### src/rtl/sw_alloc_main_if.sv
// Switch-allocator port bundle: per-input requests/tails, per-output credits,
// per-output crossbar selects and per-input grants. Width set by global macro `N.
`ifndef N
`define N 5
`endif

interface sw_alloc_main_if;
    logic [`N-1:0] req_from_P0;
    logic [`N-1:0] req_from_P1;
    logic [`N-1:0] req_from_P2;
    logic [`N-1:0] req_from_P3;
    logic [`N-1:0] req_from_P4;
    logic          tail_from_P0;
    logic          tail_from_P1;
    logic          tail_from_P2;
    logic          tail_from_P3;
    logic          tail_from_P4;
    logic [`N-1:0] out_ready;
    logic [`N-1:0] sel_for_OP0;
    logic [`N-1:0] sel_for_OP1;
    logic [`N-1:0] sel_for_OP2;
    logic [`N-1:0] sel_for_OP3;
    logic [`N-1:0] sel_for_OP4;
    logic          grant_to_P0;
    logic          grant_to_P1;
    logic          grant_to_P2;
    logic          grant_to_P3;
    logic          grant_to_P4;

    // Router input side: raises requests, consumes selects and grants.
    modport master (
        output req_from_P0, req_from_P1, req_from_P2, req_from_P3, req_from_P4,
        output tail_from_P0, tail_from_P1, tail_from_P2, tail_from_P3, tail_from_P4,
        output out_ready,
        input  sel_for_OP0, sel_for_OP1, sel_for_OP2, sel_for_OP3, sel_for_OP4,
        input  grant_to_P0, grant_to_P1, grant_to_P2, grant_to_P3, grant_to_P4
    );

    modport slave (
        input  req_from_P0, req_from_P1, req_from_P2, req_from_P3, req_from_P4,
        input  tail_from_P0, tail_from_P1, tail_from_P2, tail_from_P3, tail_from_P4,
        input  out_ready,
        output sel_for_OP0, sel_for_OP1, sel_for_OP2, sel_for_OP3, sel_for_OP4,
        output grant_to_P0, grant_to_P1, grant_to_P2, grant_to_P3, grant_to_P4
    );
endinterface

### src/rtl/sw_alloc_main.sv
// Router switch allocator: one round-robin arbiter per output port, registered selects.
// Optional wormhole packet lock per output is compiled in with SW_ALLOC_PKT_LOCK_EN.
`ifndef N
`define N 5
`endif

module sw_alloc_main #(
    parameter int PTR_RST = 0
) (
    input  logic           clk,
    input  logic           rst,
    sw_alloc_main_if.slave sw
);
    localparam int NP = `N;
    localparam int PW = (NP > 1) ? $clog2(NP) : 1;

    logic [NP-1:0] req     [NP];   // indexed by input port
    logic [NP-1:0] tail;
    logic [NP-1:0] cand    [NP];   // indexed by output port: which inputs want it
    logic [NP-1:0] sel_reg [NP];
    logic [NP-1:0] sel_t   [NP];   // indexed by input port: which outputs selected it
    logic [PW-1:0] ptr_reg [NP];
    logic [NP-1:0] win_vld;
    logic [PW-1:0] win_idx [NP];
    logic [NP-1:0] win_oh  [NP];
    logic [NP-1:0] grant;

`ifdef SW_ALLOC_PKT_LOCK_EN
    logic [NP-1:0] locked_reg;
    logic [PW-1:0] owner_reg [NP];
`else
    logic unused_tail;
    assign unused_tail = ^tail;
`endif

    assign req[0] = sw.req_from_P0;
    assign req[1] = sw.req_from_P1;
    assign req[2] = sw.req_from_P2;
    assign req[3] = sw.req_from_P3;
    assign req[4] = sw.req_from_P4;
    assign tail   = {sw.tail_from_P4, sw.tail_from_P3, sw.tail_from_P2,
                     sw.tail_from_P1, sw.tail_from_P0};

    assign sw.sel_for_OP0 = sel_reg[0];
    assign sw.sel_for_OP1 = sel_reg[1];
    assign sw.sel_for_OP2 = sel_reg[2];
    assign sw.sel_for_OP3 = sel_reg[3];
    assign sw.sel_for_OP4 = sel_reg[4];
    assign sw.grant_to_P0 = grant[0];
    assign sw.grant_to_P1 = grant[1];
    assign sw.grant_to_P2 = grant[2];
    assign sw.grant_to_P3 = grant[3];
    assign sw.grant_to_P4 = grant[4];

    genvar gi, gj;
    generate
        for (gi = 0; gi < NP; gi++) begin : g_port
            for (gj = 0; gj < NP; gj++) begin : g_xpose
                assign cand[gi][gj]  = req[gj][gi];
                assign sel_t[gi][gj] = sel_reg[gj][gi];
            end
            assign grant[gi] = |sel_t[gi];

            // A multi-hot request would let one flit win two outputs at once.
            always @(posedge clk) begin
                if (!rst) begin
                    assert ($onehot0(req[gi]));
                end
            end
        end
    endgenerate

    // Per-output search from the pointer, ascending with wrap; a locked output
    // only considers its owner.
    always_comb begin
        logic [NP-1:0] elig;
        int            idx;
        elig = '0;
        idx  = 0;
        for (int o = 0; o < NP; o++) begin
            win_vld[o] = 1'b0;
            win_idx[o] = '0;
            elig       = cand[o];
`ifdef SW_ALLOC_PKT_LOCK_EN
            if (locked_reg[o]) begin
                elig = cand[o] & (NP'(1) << owner_reg[o]);
            end
`endif
            if (sw.out_ready[o]) begin
                for (int k = 0; k < NP; k++) begin
                    idx = int'(ptr_reg[o]) + k;
                    if (idx >= NP) begin
                        idx = idx - NP;
                    end
                    if (!win_vld[o] && elig[idx]) begin
                        win_vld[o] = 1'b1;
                        win_idx[o] = PW'(idx);
                    end
                end
            end
            win_oh[o] = win_vld[o] ? (NP'(1) << win_idx[o]) : '0;
        end
    end

    always_ff @(posedge clk) begin
        if (rst) begin
            for (int o = 0; o < NP; o++) begin
                sel_reg[o] <= '0;
                ptr_reg[o] <= PW'(PTR_RST);
`ifdef SW_ALLOC_PKT_LOCK_EN
                locked_reg[o] <= 1'b0;
                owner_reg[o]  <= '0;
`endif
            end
        end else begin
            for (int o = 0; o < NP; o++) begin
                sel_reg[o] <= win_oh[o];
                if (win_vld[o]) begin
`ifdef SW_ALLOC_PKT_LOCK_EN
                    // Pointer moves past the winner only once its packet is done.
                    if (tail[win_idx[o]]) begin
                        locked_reg[o] <= 1'b0;
                        ptr_reg[o]    <= (win_idx[o] == PW'(NP - 1)) ? '0
                                                                     : win_idx[o] + PW'(1);
                    end else begin
                        locked_reg[o] <= 1'b1;
                        owner_reg[o]  <= win_idx[o];
                    end
`else
                    ptr_reg[o] <= (win_idx[o] == PW'(NP - 1)) ? '0 : win_idx[o] + PW'(1);
`endif
                end
            end
        end
    end
endmodule

### src/flat_wrapper.sv
// flat-port wrapper written by rule: the top's interface ports become plain ports
module sw_alloc_main_flat 
#(
    parameter int PTR_RST = 0
)
  (clk, rst, sw_req_from_P0, sw_req_from_P1, sw_req_from_P2, sw_req_from_P3, sw_req_from_P4, sw_tail_from_P0, sw_tail_from_P1, sw_tail_from_P2, sw_tail_from_P3, sw_tail_from_P4, sw_out_ready, sw_sel_for_OP0, sw_sel_for_OP1, sw_sel_for_OP2, sw_sel_for_OP3, sw_sel_for_OP4, sw_grant_to_P0, sw_grant_to_P1, sw_grant_to_P2, sw_grant_to_P3, sw_grant_to_P4);
  sw_alloc_main_if sw_i ();
  input  logic clk;
  input  logic rst;
  input wire logic [$bits(sw_i.req_from_P0)-1:0] sw_req_from_P0;
  input wire logic [$bits(sw_i.req_from_P1)-1:0] sw_req_from_P1;
  input wire logic [$bits(sw_i.req_from_P2)-1:0] sw_req_from_P2;
  input wire logic [$bits(sw_i.req_from_P3)-1:0] sw_req_from_P3;
  input wire logic [$bits(sw_i.req_from_P4)-1:0] sw_req_from_P4;
  input wire logic [$bits(sw_i.tail_from_P0)-1:0] sw_tail_from_P0;
  input wire logic [$bits(sw_i.tail_from_P1)-1:0] sw_tail_from_P1;
  input wire logic [$bits(sw_i.tail_from_P2)-1:0] sw_tail_from_P2;
  input wire logic [$bits(sw_i.tail_from_P3)-1:0] sw_tail_from_P3;
  input wire logic [$bits(sw_i.tail_from_P4)-1:0] sw_tail_from_P4;
  input wire logic [$bits(sw_i.out_ready)-1:0] sw_out_ready;
  output wire logic [$bits(sw_i.sel_for_OP0)-1:0] sw_sel_for_OP0;
  output wire logic [$bits(sw_i.sel_for_OP1)-1:0] sw_sel_for_OP1;
  output wire logic [$bits(sw_i.sel_for_OP2)-1:0] sw_sel_for_OP2;
  output wire logic [$bits(sw_i.sel_for_OP3)-1:0] sw_sel_for_OP3;
  output wire logic [$bits(sw_i.sel_for_OP4)-1:0] sw_sel_for_OP4;
  output wire logic [$bits(sw_i.grant_to_P0)-1:0] sw_grant_to_P0;
  output wire logic [$bits(sw_i.grant_to_P1)-1:0] sw_grant_to_P1;
  output wire logic [$bits(sw_i.grant_to_P2)-1:0] sw_grant_to_P2;
  output wire logic [$bits(sw_i.grant_to_P3)-1:0] sw_grant_to_P3;
  output wire logic [$bits(sw_i.grant_to_P4)-1:0] sw_grant_to_P4;
  assign sw_i.req_from_P0 = sw_req_from_P0;
  assign sw_i.req_from_P1 = sw_req_from_P1;
  assign sw_i.req_from_P2 = sw_req_from_P2;
  assign sw_i.req_from_P3 = sw_req_from_P3;
  assign sw_i.req_from_P4 = sw_req_from_P4;
  assign sw_i.tail_from_P0 = sw_tail_from_P0;
  assign sw_i.tail_from_P1 = sw_tail_from_P1;
  assign sw_i.tail_from_P2 = sw_tail_from_P2;
  assign sw_i.tail_from_P3 = sw_tail_from_P3;
  assign sw_i.tail_from_P4 = sw_tail_from_P4;
  assign sw_i.out_ready = sw_out_ready;
  assign sw_sel_for_OP0 = sw_i.sel_for_OP0;
  assign sw_sel_for_OP1 = sw_i.sel_for_OP1;
  assign sw_sel_for_OP2 = sw_i.sel_for_OP2;
  assign sw_sel_for_OP3 = sw_i.sel_for_OP3;
  assign sw_sel_for_OP4 = sw_i.sel_for_OP4;
  assign sw_grant_to_P0 = sw_i.grant_to_P0;
  assign sw_grant_to_P1 = sw_i.grant_to_P1;
  assign sw_grant_to_P2 = sw_i.grant_to_P2;
  assign sw_grant_to_P3 = sw_i.grant_to_P3;
  assign sw_grant_to_P4 = sw_i.grant_to_P4;
  sw_alloc_main #(.PTR_RST(PTR_RST)) u_core (.clk(clk), .rst(rst), .sw(sw_i));
endmodule
### config.mk
export PLATFORM = sky130hd
export DESIGN_NAME = sw_alloc_main_flat
export DESIGN_NICKNAME = d
export VERILOG_FILES = /design/src/rtl/sw_alloc_main_if.sv /design/src/rtl/sw_alloc_main.sv /design/src/flat_wrapper.sv
export SDC_FILE = /design/constraint.sdc
export NUM_CORES = 1
export LEC_CHECK = 0
export ABC_AREA = 1
export BUFFER_PORTS_ARGS = -buffer_cell sky130_fd_sc_hd__buf_2
export CORE_MARGIN = 3
export CORE_UTILIZATION = 58
export CTS_CLUSTER_SIZE = 24
export DETAILED_ROUTE_END_ITERATION = 8
export PLACE_DENSITY = 0.78
export SYNTH_ARGS = -nofsm -noshare
export SYNTH_HDL_FRONTEND = slang
export SYNTH_SLANG_ARGS = --single-unit
### constraint.sdc
create_clock -name clk -period 3.7 [get_ports clk]
set_input_delay 0.74 -clock clk [delete_from_list [all_inputs] [get_ports clk]]
set_output_delay 0.74 -clock clk [all_outputs]
set_load 0.05 [all_outputs]
==> qor.log, run 1 <==
[outcome] result of the run finished, final reports clean
[layout] antenna diode count 0
[synth] Synthesis Warnings 0
[worst_setup_path] r2r endpoint u_core.ptr_reg[0][9]
[placed_design] PortBufs 61
[cts] H-tree level count 2
[placed_design] RD Place Congestion 0.894
[floorplanning] die area 12300 um^2
[cts] clock insertion delay at the later pin of the skew report 0.30 ns
[worst_setup_path] r2r setup slk 0.29 ns
[min_path] worst hold stages 3
[layout] post-route cell area 7110 um^2
[global_route] number of antenna violations at the first check in global routing 0
[global_route] number of global-route vias before repair 6208
[detailed_routing] Post-DRT Antenna Nets 0
[cts] Root Buffer sky130_fd_sc_hd__clkbuf_8
[cts] clock slew at the register clock pins of the worst setup and hold paths 0.08 ns
[timing] Final Skew 0.00857 ns
[synth] Mapped Nets 1164
[cts] Sink Count 40
[timing] final hold viol count 0
[timing] worst max-slew margin expressed relative to the limit 0.711
[global_route] pin count of the biggest net entering global routing 15
[floorplanning] placeable core region 10500 um^2
[worst_setup_path] path type of the worst setup path reg2reg
[global_route] Congestion Overflow GR 0
[detailed_routing] vias 6872
[layout] share of final-layout standard cells stronger than drive strength 1 0.187
[synth] register area share after synthesis 0.149
[worst_setup_path] Setup crit start kind register
[cts] maximum number of buffers from clock root to sink 2
[detailed_routing] average wire length per cell after detail routing 12.3 um
[worst_setup_path] worst path arrival time 3.47 ns
[timing] final worst-path setup slack 0.287 ns
[worst_setup_path] Reg-to-Reg Start u_core.ptr_reg[0][9]
[synth] gate count of the mapped netlist 1069
[timing] final count of negative-setup-slack endpoints 0
[worst_setup_path] largest fanout of any net on the critical path 9
[floorplanning] top-level I/O count 67
[layout] area added between synthesis and finish 11.4%
[floorplanning] floorplan die height 111 um
[synth] flop and latch count out of synthesis 40
[layout] most common library cell in the layout ignoring fill and taps sky130_fd_sc_hd__nand2_1
[placed_design] detailed placer's ending HPWL 12900 um
[detailed_routing] detailed-router iteration count before antenna repair 5
[timing] transition at the pin with the smallest max-transition slack 0.434 ns
[layout] commonest cells after routing, fill and taps aside sky130_fd_sc_hd__nand2_1, sky130_fd_sc_hd__inv_1, sky130_fd_sc_hd__nand3_1, sky130_fd_sc_hd__nor2_1, sky130_fd_sc_hd__buf_2
[cts] clock buffers created by TritonCTS 5
[job] Max Cap Violations 0
[timing] ratio of final minimum period to clock period 0.922
[min_path] Hold EP u_core.sel_reg[0][8]
[layout] Final nets 1248
[synth] post-synthesis cell area 6380 um^2
[worst_setup_path] required arrival time at the worst endpoint 3.75 ns
[cts] CTS tree built
[placed_design] post-place instance area 6880 um^2
[detailed_routing] DRC violation count after routing 0
[floorplanning] Initial Util 0.607
[timing] post-layout minimum cycle time 3.41 ns
[global_route] overall routing resource usage 0.254
[detailed_routing] routed wire length 15800 um
[min_path] start point of the worst min-delay path sw_out_ready[1]
[worst_setup_path] number of cell instances on the worst register-to-register path 20
[floorplanning] Horiz. Die Dim 111 um
[timing] Highest Clock Rate 293 MHz
[layout] max FFs per register 25
[min_path] class of the tightest hold or removal check in2reg
[detailed_routing] routed via count divided by cell count 5.33
[worst_setup_path] endpoint kind of the worst setup timing path register
[placed_design] Place WS 0.223 ns
[global_route] wire length of the first global-routing pass 27100 um
[timing] total count of max-transition violations in the final report 0
[floorplanning] number of core rows 37
[detailed_routing] Initial DRC Count 457
[synth] synthesized area divided by synthesized cell count 5.97 um^2
[synth] count of cell types in the netlist 43
## cell type report
class                           count  area, um^2
Sequential cell                    40         951
Clock buffer                        6        72.6
Tap cell                          136         170
Fill cell                        1000        3400
Timing Repair Buffer               82         475
Inverter                          176         663
Clock inverter                      2        35.0
Multi-Input combinational cell    848        4740
## cells by family (layout without fill, tap and decap cells)
logic type,count (synthesis),in the layout,share of synthesized area
simple gates,678,678,0.498
buf+inv,181,266,0.112
compound gates,99,99,0.0973
fa+ha+maj,58,58,0.120
flops,40,40,0.149
xor+xnor,13,13,0.0237
## routing by layer
metal,part of all wire,wire length [um],global-route usage,vias to the layer above
met5,0,0,0,-
met4,0.013,204,0.0460,0
met3,0.047,752,0.0229,23
met2,0.47,7430,0.440,184
met1,0.47,7460,0.347,3036
li1,-,-,-,3629
## metrics by stage
| stage | cells | utilization | TNS [ns] | hold WS, ns |
|---|---|---|---|---|
| 3_5_place_dp | 1272 | 0.655 | 0 | 1.01 |
| 3_3_place_gp | 1272 | 0.655 | 0 | 1.02 |
| 4_1_cts | 1280 | 0.665 | 0 | 0.763 |
| 2_1_floorplan | 1069 | - | 0 | 0.906 |
| 6_report | 1290 | 0.676 | 0 | 0.761 |
| 5_1_grt | 1290 | 0.676 | -0.0125 | 0.771 |
## timing repair
action | in CTS | in global routing
resized for setup | 0 | 16
hold buffers | 0 | 0
endpoints found under the setup margin | 0 | 14
buffers inserted | 0 | 10
## synthesized netlist by cell type, drive strengths merged
master,count,share of area
edfxtp,15,0.071
o21a,3,0.0035
and3,2,0.0020
fa,5,0.016
o211ai,5,0.0059
dfxtp,25,0.078
nand2b,1,0.0014
o21ai,61,0.056
ha,53,0.10
nand3b,12,0.017
o21bai,1,0.0012
nand3,157,0.14
a2bb2oi,1,0.0014
xor2,7,0.012
o22ai,5,0.0049
nor2,94,0.065
xnor2,6,0.012
a31oi,4,0.0039
clkinv,1,0.00059
a21oi,17,0.019
inv,175,0.10
a22oi,2,0.0024
nand2,368,0.24
nand4,29,0.028
buf,5,0.0082
nor3,15,0.012
## worst max-delay path by stage
stage,start,end,slack [ns],cells past startpoint
after floorplan,u_core.ptr_reg[0][12],u_core.ptr_reg[0][14],0.47,23
after global placement,u_core.ptr_reg[0][13],u_core.ptr_reg[0][14],0.30,22
after detailed placement,u_core.ptr_reg[0][13],u_core.ptr_reg[0][14],0.22,22
after CTS,u_core.ptr_reg[0][13],u_core.ptr_reg[0][14],0.19,22
after global routing,u_core.ptr_reg[0][6],u_core.ptr_reg[0][8],-0.01,23
final,u_core.ptr_reg[0][9],u_core.ptr_reg[0][9],0.29,20
## critical path, stage by stage, from the launching register on
cell                       delay [ns]
sky130_fd_sc_hd__edfxtp_1        0.37
sky130_fd_sc_hd__inv_2           0.05
sky130_fd_sc_hd__buf_4           0.16
sky130_fd_sc_hd__ha_1            0.24
sky130_fd_sc_hd__ha_1            0.39
sky130_fd_sc_hd__inv_1           0.12
sky130_fd_sc_hd__nand2_1         0.05
sky130_fd_sc_hd__o21ai_0         0.28
sky130_fd_sc_hd__nand3_1         0.12
sky130_fd_sc_hd__nor2_1          0.20
sky130_fd_sc_hd__a21oi_2         0.08
sky130_fd_sc_hd__nand2b_2        0.21
sky130_fd_sc_hd__clkinv_1        0.06
sky130_fd_sc_hd__nand2_1         0.04
sky130_fd_sc_hd__o21ai_1         0.09
sky130_fd_sc_hd__nand2_1         0.06
sky130_fd_sc_hd__nand2_1         0.14
sky130_fd_sc_hd__ha_1            0.17
sky130_fd_sc_hd__inv_1           0.07
sky130_fd_sc_hd__o21ai_2         0.20
sky130_fd_sc_hd__nor2_1          0.07
Power of run 1 is not shown: default switching activity piles up to over one toggle a cycle in this logic, so the estimate is an artifact.
==> inputs of run 2 (changes only) <==
Settings changed: ABC_AREA 1 to 0, CELL_PAD_IN_SITES_DETAIL_PLACEMENT set to 0, CELL_PAD_IN_SITES_GLOBAL_PLACEMENT set to 1, CORE_UTILIZATION 58 to 46, PLACE_DENSITY 0.78 to 0.82.
==> run 2 against run 1 <==
Against the previous run:
- worst setup slack worse by 0.27 ns
- final area grew 34%
- register-to-register slack got worse by 0.27 ns
- maximum frequency decreased by 7.4%
- count of clock-buffer cells in the layout stayed put
- utilization fell by 3.1 points
- global-route usage decreased by 0.54 points
- critical path type unchanged
- highest routed layer unchanged
==> qor.log, run 2 <==
[outcome] result of the run finished, final reports clean
[worst_setup_path] required arrival time at the worst endpoint 3.74 ns [about the same]
[synth] count of cell types in the netlist 92 [+110%]
[layout] most common library cell in the layout ignoring fill and taps sky130_fd_sc_hd__buf_4
[global_route] pin count of the biggest net entering global routing 23 [+8]
[worst_setup_path] worst path arrival time 3.72 ns [+0.25 ns]
[synth] register area share after synthesis 0.136 [-0.0134]
[timing] Final Skew 0.00240 ns [-0.00617 ns]
[synth] Yosys top cell area share 0.0946 [-0.0960]
[detailed_routing] detailed-router iteration count before antenna repair 5 [unchanged]
[detailed_routing] Post-DRT Antenna Nets 0 [unchanged]
[timing] worst max-slew margin expressed relative to the limit 0.565 [-0.145]
[timing] Highest Clock Rate 271 MHz [-7.4%]
[cts] clock slew at the register clock pins of the worst setup and hold paths 0.06 ns [-0.02 ns]
[timing] setup repair after global routing missed its margin yes
[cts] count of hold buffers inserted by post-cts repair 0 [unchanged]
[worst_setup_path] endpoint kind of the worst setup timing path register
[global_route] number of antenna violations at the first check in global routing 0 [unchanged]
[timing] post-layout minimum cycle time 3.68 ns [+0.271 ns]
[floorplanning] placeable core region 14700 um^2 [+40%]
[synth] post-synthesis cell area 7010 um^2 [+9.8%]
[synth] largest cells by area after synthesis sky130_fd_sc_hd__ha_1, sky130_fd_sc_hd__dfxtp_1, sky130_fd_sc_hd__edfxtp_1
[floorplanning] floorplan die height 129 um [+17%]
[detailed_routing] routed via count divided by cell count 6.04 [+13%]
[detailed_routing] average wire length per cell after detail routing 17.2 um [+40%]
[layout] utilization after layout 0.646 [-0.0307]
[synth] post-synthesis async set-or-reset flop share 0 [unchanged]
[synth] Post-synth top flop sky130_fd_sc_hd__dfxtp_1
[timing] ratio of final minimum period to clock period 0.996 [+0.0732]
[global_route] wire length of the first global-routing pass 34900 um [+29%]
[global_route] overall routing resource usage 0.248 [-0.00542]
[placed_design] PortBufs 61 [unchanged]
[synth] number of enable-type register cells in the synthesized netlist 15 [unchanged]
[job] Max Cap Violations 0 [unchanged]
[layout] max FFs per register 25 [unchanged]
[placed_design] detailed placer's ending HPWL 16700 um [+29%]
[timing] total count of max-transition violations in the final report 0 [unchanged]
[layout] share of final-layout standard cells stronger than drive strength 1 0.370 [+0.182]
[synth] Synthesis Warnings 0 [unchanged]
[synth] post-synthesis cell type with the largest combined area sky130_fd_sc_hd__ha_1
[detailed_routing] vias 7872 [+15%]
[min_path] worst hold stages 3 [unchanged]
[worst_setup_path] Setup crit start kind register
[timing] final hold viol count 0 [unchanged]
[layout] antenna diode count 0 [unchanged]
[synth] synthesized area divided by synthesized cell count 7.65 um^2 [+28%]
[floorplanning] die area 16700 um^2 [+36%]
[timing] final count of negative-setup-slack endpoints 0 [unchanged]
[layout] commonest cells after routing, fill and taps aside sky130_fd_sc_hd__buf_4, sky130_fd_sc_hd__nor2_1, sky130_fd_sc_hd__nand2_1, sky130_fd_sc_hd__buf_2, sky130_fd_sc_hd__inv_1
[min_path] class of the tightest hold or removal check in2reg
[cts] maximum number of buffers from clock root to sink 2 [unchanged]
[floorplanning] number of core rows 44 [+19%]
[synth] top cell types by occurrence after synthesis sky130_fd_sc_hd__nor2_1, sky130_fd_sc_hd__nand2_1, sky130_fd_sc_hd__inv_1
[global_route] number of global-route vias before repair 7029 [+13%]
[layout] area added between synthesis and finish 35.4%
[worst_setup_path] path type of the worst setup path reg2reg
[layout] post-layout instance count excluding filler cells 1304 [+1.1%]
[cts] clock insertion delay at the later pin of the skew report 0.28 ns [-0.02 ns]
[layout] Final nets 1214 [-2.7%]
[cts] Root Buffer sky130_fd_sc_hd__clkbuf_16
[placed_design] RD Place Congestion 0.943 [+5.5%]
[synth] gate count of the mapped netlist 916 [-14%]
[worst_setup_path] number of cell instances on the worst register-to-register path 15 [-25%]
[cts] clock buffers created by TritonCTS 5 [unchanged]
[synth] Mapped Nets 1011 [-13%]
[detailed_routing] routed wire length 22500 um [+42%]
[cts] Sink Count 40 [unchanged]
[floorplanning] Initial Util 0.477 [-0.130]
[detailed_routing] Initial DRC Count 553 [+21%]
[detailed_routing] DRC violation count after routing 0 [unchanged]
[placed_design] Cells after DPL 1268 [-0.31%]
[cts] H-tree level count 2 [unchanged]
[floorplanning] top-level I/O count 67 [unchanged]
[worst_setup_path] largest fanout of any net on the critical path 5 [-4]
[floorplanning] Horiz. Die Dim 129 um [+17%]
[synth] cell with the most instances after synthesis sky130_fd_sc_hd__nor2_1
[timing] transition at the pin with the smallest max-transition slack 0.636 ns [+0.202 ns]
[global_route] Congestion Overflow GR 0 [unchanged]
[cts] CTS tree built
[synth] flop and latch count out of synthesis 40 [unchanged]
[run 2: cell count changes in the layout (fill, tap and decap cells not counted), moves of 19 or more]
cell,delta
sky130_fd_sc_hd__inv_1,-98
sky130_fd_sc_hd__mux2i_1,+32
sky130_fd_sc_hd__nand2_1,-250
sky130_fd_sc_hd__nand2b_1,+33
sky130_fd_sc_hd__nand2_2,-40
sky130_fd_sc_hd__mux2_2,+19
sky130_fd_sc_hd__nand4_1,-25
sky130_fd_sc_hd__buf_4,+144
sky130_fd_sc_hd__a21oi_1,+34
sky130_fd_sc_hd__ha_1,-23
sky130_fd_sc_hd__nor2b_1,+21
sky130_fd_sc_hd__nand3_1,-124
[run 2: layout make-up]
class / instances / area [um^2]
Clock inverter: 2 / 11.3
Inverter: 65 / 249
Fill cell: 1270 / 5210
Multi-Input combinational cell: 777 / 6300
Timing Repair Buffer: 230 / 1620
Tap cell: 184 / 230
Clock buffer: 6 / 129
Sequential cell: 40 / 951
[run 2: path summary, 6_finish.rpt]
| kind | slack (ns) | from | to |
|---|---|---|---|
| setup / recovery | 0.02 | u_core.ptr_reg[0][13] | u_core.ptr_reg[0][14] |
| hold / removal | 0.76 | sw_out_ready[3] | u_core.sel_reg[0][17] |
| setup reg to reg | 0.02 | u_core.ptr_reg[0][13] | u_core.ptr_reg[0][14] |
| hold reg to reg | 1.06 | u_core.ptr_reg[0][12] | u_core.sel_reg[0][21] |
[run 2: through the flow]
stage	hold WS [ns]	setup WS (ns)	setup TNS, ns	area (um^2)
3_5_place_dp	1.03	-0.0438	-0.194	8530
6_report	0.758	0.0163	0	9490
5_1_grt	0.779	-0.147	-0.891	9490
4_1_cts	0.737	0.00499	0	8740
2_1_floorplan	0.856	-0.0268	-0.0268	7090
3_3_place_gp	1.03	-0.0144	-0.0266	8530
[run 2: cell families after synthesis]
| logic type | synth area share |
|---|---|
| buffers and inverters | 0.0579 |
| muxes | 0.114 |
| xor gates and xnor gates | 0.0275 |
| DFF | 0.136 |
| and+or+nand+nor | 0.284 |
| adders and majority gates | 0.109 |
| AOI/OAI and AO/OA | 0.272 |
[run 2: layer usage]
metal  part of all wire  track usage  vias up
met1               0.47        0.368     3734
met3              0.054       0.0243       36
met2               0.46        0.395      250
li1                   -            -     3852
met4              0.018       0.0501        0
met5                  0            0        -
[run 2: worst max-delay path, cell delays in order (launching register included)]
cell and delay [ns]:
sky130_fd_sc_hd__edfxtp_1 0.44, sky130_fd_sc_hd__buf_4 0.17, sky130_fd_sc_hd__buf_4 0.15, sky130_fd_sc_hd__fa_2 0.63, sky130_fd_sc_hd__nor2_1 0.05, sky130_fd_sc_hd__o21a_1 0.10, sky130_fd_sc_hd__o21ai_0 0.33, sky130_fd_sc_hd__mux2_4 0.26
sky130_fd_sc_hd__nand4b_1 0.22, sky130_fd_sc_hd__nor3_2 0.36, sky130_fd_sc_hd__nand2_1 0.16, sky130_fd_sc_hd__nand3_2 0.13, sky130_fd_sc_hd__ha_2 0.22, sky130_fd_sc_hd__nor2_1 0.05, sky130_fd_sc_hd__mux2i_1 0.13, sky130_fd_sc_hd__nor2_1 0.05
[run 2: what timing repair did]
action	CTS	global route
hold endpoints to repair	0	0
buffers inserted	3	25
setup endpoints to repair	14	27
resized for setup	9	130
pin swaps	2	36
Power of run 2 is left out for the same reason.
==> inputs of run 3 (changes only) <==
Settings changed: CTS_CLUSTER_DIAMETER set to 60.
Clock period 3.7 ns to 3.9 ns, I/O delays scaled along.
==> run 3 against run 2 <==
Against the previous run:
- routed wire length decreased by 7.0%
- sequential share of layout area grew 0.95 points
- via count fell by 4.2%
==> qor.log, run 3 (synthesis gave the netlist of run 2 again) <==
[outcome] result of the run finished, final reports clean
[detailed_routing] average wire length per cell after detail routing 16.8 um [-2.4%]
[cts] maximum number of buffers from clock root to sink 2 [unchanged]
[placed_design] RD Place Congestion 0.939 [-0.37%]
[min_path] Hold EP u_core.sel_reg[0][17]
[cts] Root Buffer sky130_fd_sc_hd__clkbuf_16
[global_route] wire length of the first global-routing pass 34000 um [-2.4%]
[floorplanning] number of core rows 44 [unchanged]
[cts] count of hold buffers inserted by post-cts repair 0 [unchanged]
[worst_setup_path] required arrival time at the worst endpoint 3.92 ns [+0.18 ns]
[timing] total count of max-transition violations in the final report 0 [unchanged]
[placed_design] detailed placer's ending HPWL 16100 um [-4.0%]
[worst_setup_path] Reg-to-Reg Start u_core.ptr_reg[0][7]
[worst_setup_path] largest incremental delay on the critical path 0.45 ns [-0.18 ns]
[worst_setup_path] endpoint kind of the worst setup timing path register
[timing] post-layout minimum cycle time 3.76 ns [+0.0767 ns]
[global_route] pin count of the biggest net entering global routing 30 [+30%]
[floorplanning] floorplan die height 129 um [unchanged]
[min_path] start point of the worst min-delay path sw_out_ready[3]
[timing] final count of negative-setup-slack endpoints 0 [unchanged]
[worst_setup_path] number of cell instances on the worst register-to-register path 14 [-1]
[detailed_routing] DRC violation count after routing 0 [unchanged]
[detailed_routing] Post-DRT Antenna Nets 0 [unchanged]
[cts] CTS tree built
[timing] final hold viol count 0 [unchanged]
[job] Max Cap Violations 0 [unchanged]
[worst_setup_path] largest fanout of any net on the critical path 5 [unchanged]
[detailed_routing] vias 7542 [-4.2%]
[layout] Final nets 1152 [-5.1%]
[worst_setup_path] path type of the worst setup path reg2reg
[layout] max FFs per register 25 [unchanged]
[floorplanning] Horiz. Die Dim 129 um [unchanged]
[worst_setup_path] r2r setup slk 0.14 ns [+0.12 ns]
[cts] clock buffers created by TritonCTS 5 [unchanged]
[timing] Highest Clock Rate 266 MHz [-2.0%]
[layout] utilization after layout 0.590 [-0.0561]
[timing] Worst Hold Slack 0.783 ns [+0.0252 ns]
[detailed_routing] routed via count divided by cell count 6.07 [+0.59%]
[worst_setup_path] family of cells with the greatest summed delay on the critical path compound AO/OA/AOI/OAI gates
[layout] antenna diode count 0 [unchanged]
[detailed_routing] detailed-router iteration count before antenna repair 5 [unchanged]
[worst_setup_path] Setup crit start kind register
[worst_setup_path] r2r endpoint u_core.ptr_reg[0][8]
[layout] share of final-layout standard cells stronger than drive strength 1 0.269 [-0.100]
[layout] commonest cells after routing, fill and taps aside sky130_fd_sc_hd__buf_4, sky130_fd_sc_hd__nor2_1, sky130_fd_sc_hd__nand2_1, sky130_fd_sc_hd__buf_2, sky130_fd_sc_hd__inv_1
[placed_design] post-place instance area 8160 um^2 [-4.4%]
[timing] Final Skew 0.0106 ns [+0.00821 ns]
[worst_setup_path] most used cell along the critical path sky130_fd_sc_hd__ha_1
[global_route] number of global-route vias before repair 6857 [-2.4%]
[min_path] worst hold stages 3 [unchanged]
[cts] clock insertion delay at the later pin of the skew report 0.28 ns [about the same]
[cts] clock slew at the register clock pins of the worst setup and hold paths 0.06 ns [about the same]
[layout] area added between synthesis and finish 23.7%
[detailed_routing] Initial DRC Count 512 [-7.4%]
[cts] Sink Count 40 [unchanged]
[worst_setup_path] buffer and inverter count on the worst path 2 [unchanged]
[timing] transition at the pin with the smallest max-transition slack 0.608 ns [-0.0278 ns]
[detailed_routing] routed wire length 20900 um [-7.0%]
[worst_setup_path] worst path arrival time 3.78 ns [+0.06 ns]
[floorplanning] placeable core region 14700 um^2 [unchanged]
[placed_design] PortBufs 61 [unchanged]
[global_route] overall routing resource usage 0.242 [-0.00607]
[cts] H-tree level count 2 [unchanged]
[floorplanning] top-level I/O count 67 [unchanged]
[timing] worst max-slew margin expressed relative to the limit 0.589 [+0.0242]
[layout] most common library cell in the layout ignoring fill and taps sky130_fd_sc_hd__buf_4
[global_route] number of antenna violations at the first check in global routing 0 [unchanged]
[global_route] Congestion Overflow GR 0 [unchanged]
[worst_setup_path] slowest cell on the critical path sky130_fd_sc_hd__a2111o_1
[floorplanning] die area 16700 um^2 [unchanged]
[worst_setup_path] cell-by-cell listing of the critical path inv_1 -> ha_4 -> ha_1 -> buf_4 -> a2111oi_1 -> a211oi_1 -> a211oi_2 -> o21ai_1 -> a2111o_1 -> or3_4 -> nand3b_4 -> ha_1 -> o2bb2ai_1 -> nor2_1
[timing] ratio of final minimum period to clock period 0.964 [-0.0314]
[layout] post-route cell area 8670 um^2 [-8.7%]
[min_path] class of the tightest hold or removal check in2reg
[floorplanning] Initial Util 0.477 [unchanged]
-- run 3: area by class of cell --
class	count	area [um^2]
Fill cell	1333	6030
Multi-Input combinational cell	777	5940
Timing Repair Buffer	168	1110
Sequential cell	40	951
Inverter	65	248
Tap cell	184	230
Clock buffer	6	129
Clock inverter	2	60.1
-- run 3: stage by stage --
step	TNS (ns)	worst slack (ns)	instances
2_1_floorplan	0	0.0201	916
3_3_place_gp	0	0.0334	1227
3_5_place_dp	-0.0281	-0.0281	1227
4_1_cts	0	0.0130	1235
5_1_grt	-0.0975	-0.0431	1242
6_report	0	0.140	1242
-- run 3: layer usage --
metal / part of all wire / track usage / wire length [um] / up-vias
li1: - / - / - / 3730
met1: 0.48 / 0.365 / 10100 / 3573
met2: 0.46 / 0.392 / 9630 / 226
met3: 0.054 / 0.0214 / 1120 / 13
met4: 0.0034 / 0.0244 / 71 / 0
met5: 0 / 0 / 0 / -
-- run 3: tightest hold or removal path, delay by kind of cell --
| kind | cells | cell delay (ns) |
|---|---|---|
| buffers and inverters | 1 | 0.12 |
| AND/OR/NAND/NOR | 2 | 0.11 |
-- run 3: how the worst max path moves through the flow --
stage	cells after the start	slack, ns	from	end
3_5_place_dp	14	-0.03	u_core.ptr_reg[0][3]	u_core.ptr_reg[0][5]
5_1_grt	14	-0.04	u_core.ptr_reg[0][7]	u_core.ptr_reg[0][8]
2_1_floorplan	17	0.02	u_core.ptr_reg[0][7]	u_core.ptr_reg[0][8]
3_3_place_gp	14	0.03	u_core.ptr_reg[0][3]	u_core.ptr_reg[0][5]
4_1_cts	12	0.01	u_core.ptr_reg[0][7]	u_core.ptr_reg[0][12]
6_report	14	0.14	u_core.ptr_reg[0][7]	u_core.ptr_reg[0][8]
-- run 3: repair_timing --
action,in CTS,in global routing
endpoints found under the setup margin,2,19
resized for setup,2,56
gates cloned,0,0
setup buffers,0,7
pin swaps,0,8
Power of run 3 is left out for the same reason.
